===== src/rtl/brg_cgra_sdr_link_rx.sv =====
// rtl/brg_cgra_sdr_link_rx.sv - SDR link receive endpoint: credit-sized FIFO, core valid/yumi port, decimated token return
module brg_cgra_sdr_link_rx #(
    parameter int width_p                         = 32,
    parameter int lg_fifo_depth_p                 = 3,
    parameter int lg_credit_to_token_decimation_p = 0
) (
    input  logic               clk_i,
    input  logic               reset_n_i,
    input  logic               io_v_i,
    input  logic [width_p-1:0] io_data_i,
    output logic               io_token_o,
    output logic               core_v_o,
    output logic [width_p-1:0] core_data_o,
    input  logic               core_yumi_i,
    output logic               overflow_o
);

    localparam int L     = lg_fifo_depth_p;
    localparam int D     = lg_credit_to_token_decimation_p;
    localparam int DEPTH = 2 ** L;

    logic [width_p-1:0] mem_q [DEPTH];
    logic [L:0]         rd_q, rd_d;
    logic [L:0]         wr_q, wr_d;
    logic               ovf_q, ovf_d;
    logic               token_q, token_d;
    logic               empty, full, deq, enq;

    // Extra pointer MSB separates the full case from the empty case.
    assign empty = (rd_q == wr_q);
    assign full  = (rd_q[L-1:0] == wr_q[L-1:0]) && (rd_q[L] != wr_q[L]);
    assign deq   = core_yumi_i & ~empty;
    assign enq   = io_v_i & (~full | deq);

    assign rd_d  = rd_q + {{L{1'b0}}, deq};
    assign wr_d  = wr_q + {{L{1'b0}}, enq};
    assign ovf_d = ovf_q | (io_v_i & full & ~deq);

    generate
        if (D == 0) begin : g_no_decim
            assign token_d = deq;
        end else begin : g_decim
            logic [D-1:0] dcnt_q;

            always_ff @(posedge clk_i or negedge reset_n_i) begin
                if (!reset_n_i) begin
                    dcnt_q <= '0;
                end else if (deq) begin
                    dcnt_q <= dcnt_q + 1'b1;
                end
            end

            assign token_d = deq & (&dcnt_q);
        end
    endgenerate

    always_ff @(posedge clk_i or negedge reset_n_i) begin
        if (!reset_n_i) begin
            rd_q    <= '0;
            wr_q    <= '0;
            ovf_q   <= 1'b0;
            token_q <= 1'b0;
        end else begin
            rd_q    <= rd_d;
            wr_q    <= wr_d;
            ovf_q   <= ovf_d;
            token_q <= token_d;
        end
    end

    // Storage is deliberately unreset; the pointers alone define validity.
    always_ff @(posedge clk_i) begin
        if (enq) begin
            mem_q[wr_q[L-1:0]] <= io_data_i;
        end
    end

    assign core_v_o    = ~empty;
    assign core_data_o = empty ? '0 : mem_q[rd_q[L-1:0]];
    assign io_token_o  = token_q;
    assign overflow_o  = ovf_q;

endmodule


===== config.mk =====
export PLATFORM = sky130hd
export DESIGN_NAME = brg_cgra_sdr_link_rx
export DESIGN_NICKNAME = d
export VERILOG_FILES = /design/src/rtl/brg_cgra_sdr_link_rx.sv
export SDC_FILE = /design/constraint.sdc
export NUM_CORES = 1
export LEC_CHECK = 0
export ABC_AREA = 1
export CAP_MARGIN = 0
export CORE_UTILIZATION = 63
export CTS_CLUSTER_DIAMETER = 40
export DETAILED_ROUTE_END_ITERATION = 8
export HOLD_SLACK_MARGIN = 0.12
export PLACE_DENSITY_LB_ADDON = 0.1
export SKIP_LAST_GASP = 1
export SLEW_MARGIN = 20
export SYNTH_ARGS = -nofsm -noshare
export SYNTH_HDL_FRONTEND = slang
export SYNTH_SLANG_ARGS = --single-unit

===== constraint.sdc =====
create_clock -name clk_i -period 6.1 [get_ports clk_i]
set_input_delay 0.61 -clock clk_i [delete_from_list [all_inputs] [get_ports clk_i]]
set_output_delay 0.61 -clock clk_i [all_outputs]
set_load 0.005 [all_outputs]

==> summary.txt <==
biggest area consumer among synthesized cells = sky130_fd_sc_hd__edfxtp_1
core region area = 16,600 um2
source-to-sink clock delay at the later pin of the worst-skew pair = 0.55 ns
Post-synth top flop = sky130_fd_sc_hd__edfxtp_1
global routing usage on met1 = 37.1%
gpl congestion = 0.727
vertical die dimension = 133 um
IO Port Bufs = 70
highest ir drop seen on vdd = 0.000376 V
syn_area_per_cell = 12.0 um2
fraction of the cycle the final worst path needs = 68.9%
Post-Syn Area = 10,700 um2
relative slew slack = 41.8%
cell with the largest stage delay on the worst path = sky130_fd_sc_hd__dfrtp_4
net count of the finished layout = 1,001
Pint = 0.00451 W
net count after synthesis = 935
worst path bufs/invs = 3
minimum clock period = 4.20 ns
Most Crowded Layer GR = met2
top-area cell type share of the netlist area = 71.5%
number of inserted diodes = 0
standard-cell row count = 47
Remaining Overflow, GRT = 0
TritonCTS Buffers = 31
Gates resized, CTS repair = 0
number of global-route vias before repair = 7,191
number of distinct library cells after synthesis = 20
filler-free cell count of the finished design = 1,202
result of the run = complete, no violations
first-pass GRT wire length = 37,200 um
Layout Area Growth over Synthesis = 18.4%
Top Ports = 71
final number of setup-violating endpoints = 0
setup repair after global routing missed its margin = no
gate family responsible for the most delay along the worst path = buffers and inverters
longest individual stage delay on the worst path = 0.73 ns
Async S/R FF share, synth = 3.76%
cell mode on critical path = sky130_fd_sc_hd__nand2_1
post-route worst hold slack = 0.374 ns
CTS root buffer = sky130_fd_sc_hd__clkbuf_16
number of storage elements in the synthesis netlist = 266
met2 track utilization from global routing = 46.4%
fraction of power consumed by combinational cells = 34.9%
CP Launch Type = register
Pre-antenna DRT Iters = 5
post-CTS setup buffers = 0
initial drt markers = 627
per-cell routed wire length = 19.7 um
Post-synth top cells = sky130_fd_sc_hd__edfxtp_1, sky130_fd_sc_hd__nor2_1, sky130_fd_sc_hd__nand2_1
Fmax achieved = 0.238 GHz
Final WS setup = 1.90 ns
switching power of the nets = 0.00232 W
total wire length = 23,700 um
count of flip-flops with a built-in enable after synthesis = 256
relative contribution of sequential cells to total power = 35.9%
power density relative to cell area = 536 nW/um2
crit path cell chain = clkinv_2, buf_4, nand2_1, nand2_1, nor2_4, nand2_4, nand2_1, nor2_1, clkdlybuf4s50_1
net switching share of the total power = 34.0%
critical path required time = 5.49 ns
clock power share = 29.2%
hold buffer count at CTS = 0
post-synthesis cell count = 895
DRC violation count after routing = 0
initial antenna violation count = 0
placed wire-length estimate after detailed placement = 12,200 um
vias after detailed routing = 6,990
via-per-instance ratio = 5.82
cell leakage power = 4.62 nW
worst-case register-to-register setup slack = 2.51 ns
clk_skew = 0.00946 ns
global-route met3 utilization = 4.06%
max-cap violations = 0
maximum count of clock buffers along a single path = 3
number of hold violations in the final report = 0
number of H-tree levels = 1
number of sinks on the clock net = 266
clock slew seen by the registers of the worst setup and hold paths = 0.06 ns
type of the worst setup path = register to output pin
maximum number of pins on one net before global-route repair = 86
endpoint type of the worst setup path = output pin
dominant cells by area after synthesis = sky130_fd_sc_hd__edfxtp_1, sky130_fd_sc_hd__nor2_1, sky130_fd_sc_hd__nand2_1, sky130_fd_sc_hd__o21ai_0, sky130_fd_sc_hd__dfrtp_1
post-synthesis sequential area ratio = 73.9%
worst min path class = primary input to async pin
critical path peak fanout = 85
area of the die = 17,600 um2
Pins Over Slew Limit = 0
final-layout setup total negative slack = 0 ns
number of warning messages in the yosys log = 0
Data arrival, critical path = 3.59 ns
layout cells sized above 1 = 8.55%
measured slew at the worst slew-check pin = 0.873 ns
pre-CTS setup slack = 2.49 ns
count of placed standard cells including taps = 1,148
Antenna Nets Post-Route = 0
most repeated cell in the gate-level netlist after synthesis = sky130_fd_sc_hd__edfxtp_1
global router's overall resource usage = 27.8%
initial standard-cell utilization of the core = 64.6%
Horiz. Die Dim = 133 um
TritonCTS clock tree = yes
## routing by layer
metal,up-vias,routed length (um)
met2,313,11900
met1,3369,9600
met3,53,1720
li1,3255,-
met5,-,0
met4,0,547
## flip-flops by register name, summed over array words and instances (netlist names)
signal	flops
io_token_o	1
wr_q	4
rd_q	4
overflow_o	1
mem_q	256
## final timing paths
| path | startpoint | end | depth (start not counted) |
|---|---|---|---|
| worst min register to register | overflow_o | overflow_o | 2 |
| min in group clk_i | overflow_o | overflow_o | 2 |
| worst min-delay path | reset_n_i | overflow_o | 1 |
| worst max register to register | rd_q[0] | mem_q[5][14] | 9 |
| max in group asynchronous | reset_n_i | rd_q[0] | 1 |
| worst max-delay path | rd_q[0] | core_data_o[31] | 9 |
## per-stage QoR
step	total power, W	area, um2	util [%]
6_report	0.00682	12700	76.4
5_1_grt	0.00718	12700	76.4
4_1_cts	0.00684	12700	76.4
3_5_place_dp	0.00484	11600	69.7
3_3_place_gp	0.00475	11600	69.6
2_1_floorplan	0.00388	10700	-
## placed cells by master, fill, tap and decap left out, types with 2 or more instances in the layout
| master | Yosys | layout |
|---|---|---|
| sky130_fd_sc_hd__a21oi_1 | 32 | 32 |
| sky130_fd_sc_hd__buf_4 | 14 | 15 |
| sky130_fd_sc_hd__bufinv_16 | 0 | 8 |
| sky130_fd_sc_hd__clkbuf_16 | 0 | 31 |
| sky130_fd_sc_hd__clkdlybuf4s50_1 | 0 | 70 |
| sky130_fd_sc_hd__clkinv_2 | 0 | 5 |
| sky130_fd_sc_hd__clkinv_4 | 0 | 3 |
| sky130_fd_sc_hd__clkinvlp_4 | 0 | 2 |
| sky130_fd_sc_hd__dfrtp_1 | 10 | 8 |
| sky130_fd_sc_hd__edfxtp_1 | 256 | 256 |
| sky130_fd_sc_hd__ha_1 | 4 | 4 |
| sky130_fd_sc_hd__inv_1 | 13 | 12 |
| sky130_fd_sc_hd__inv_2 | 2 | 2 |
| sky130_fd_sc_hd__inv_6 | 0 | 4 |
| sky130_fd_sc_hd__nand2_1 | 144 | 144 |
| sky130_fd_sc_hd__nand3_1 | 42 | 42 |
| sky130_fd_sc_hd__nor2_1 | 203 | 195 |
| sky130_fd_sc_hd__nor2_4 | 1 | 9 |
| sky130_fd_sc_hd__o21ai_0 | 107 | 107 |
| sky130_fd_sc_hd__o21ai_1 | 21 | 21 |
| sky130_fd_sc_hd__xor2_1 | 4 | 4 |
## power groups by stage
| stage | logic [W] | registers (W) | clock network (W) |
|---|---|---|---|
| floorplan | 0.00147 | 0.00241 | 0 |
| global placement | 0.00228 | 0.00247 | 0 |
| detailed placement | 0.00235 | 0.00248 | 0 |
| CTS | 0.00239 | 0.00245 | 0.00200 |
| global route | 0.00263 | 0.00248 | 0.00208 |
| finish | 0.00238 | 0.00245 | 0.00199 |
## kinds of logic (layout without fill, tap and decap cells)
kind of cell / count (synthesis) / count (layout) / synth area share [%]
AOI/OAI and AO/OA: 160 / 160 / 7.45
xor gates and xnor gates: 4 / 4 / 0.326
adders and majority gates: 4 / 4 / 0.466
buffers and inverters: 68 / 155 / 3.49
DFF: 266 / 266 / 73.9
and+or+nand+nor: 393 / 393 / 14.4
## worst register-to-register path, stage by stage, from the launching register on
cell	delay, ns
sky130_fd_sc_hd__dfrtp_4	0.73
sky130_fd_sc_hd__clkinv_2	0.16
sky130_fd_sc_hd__buf_4	0.68
sky130_fd_sc_hd__nand2_1	0.12
sky130_fd_sc_hd__nand2_1	0.15
sky130_fd_sc_hd__nor2_4	0.05
sky130_fd_sc_hd__nand4_1	0.08
sky130_fd_sc_hd__nand2_2	0.25
sky130_fd_sc_hd__nor2_4	0.58
sky130_fd_sc_hd__buf_4	0.45
## area by class of cell
cell class                      instances  area (um2)
Sequential cell                       266        7940
Fill cell                             994        3920
Multi-Input combinational cell        561        2490
Timing Repair Buffer                   86         833
Clock buffer                           32         779
Clock inverter                         22         340
Tap cell                              220         275
Inverter                               15        57.6
Power figures use the tool's default switching activity.
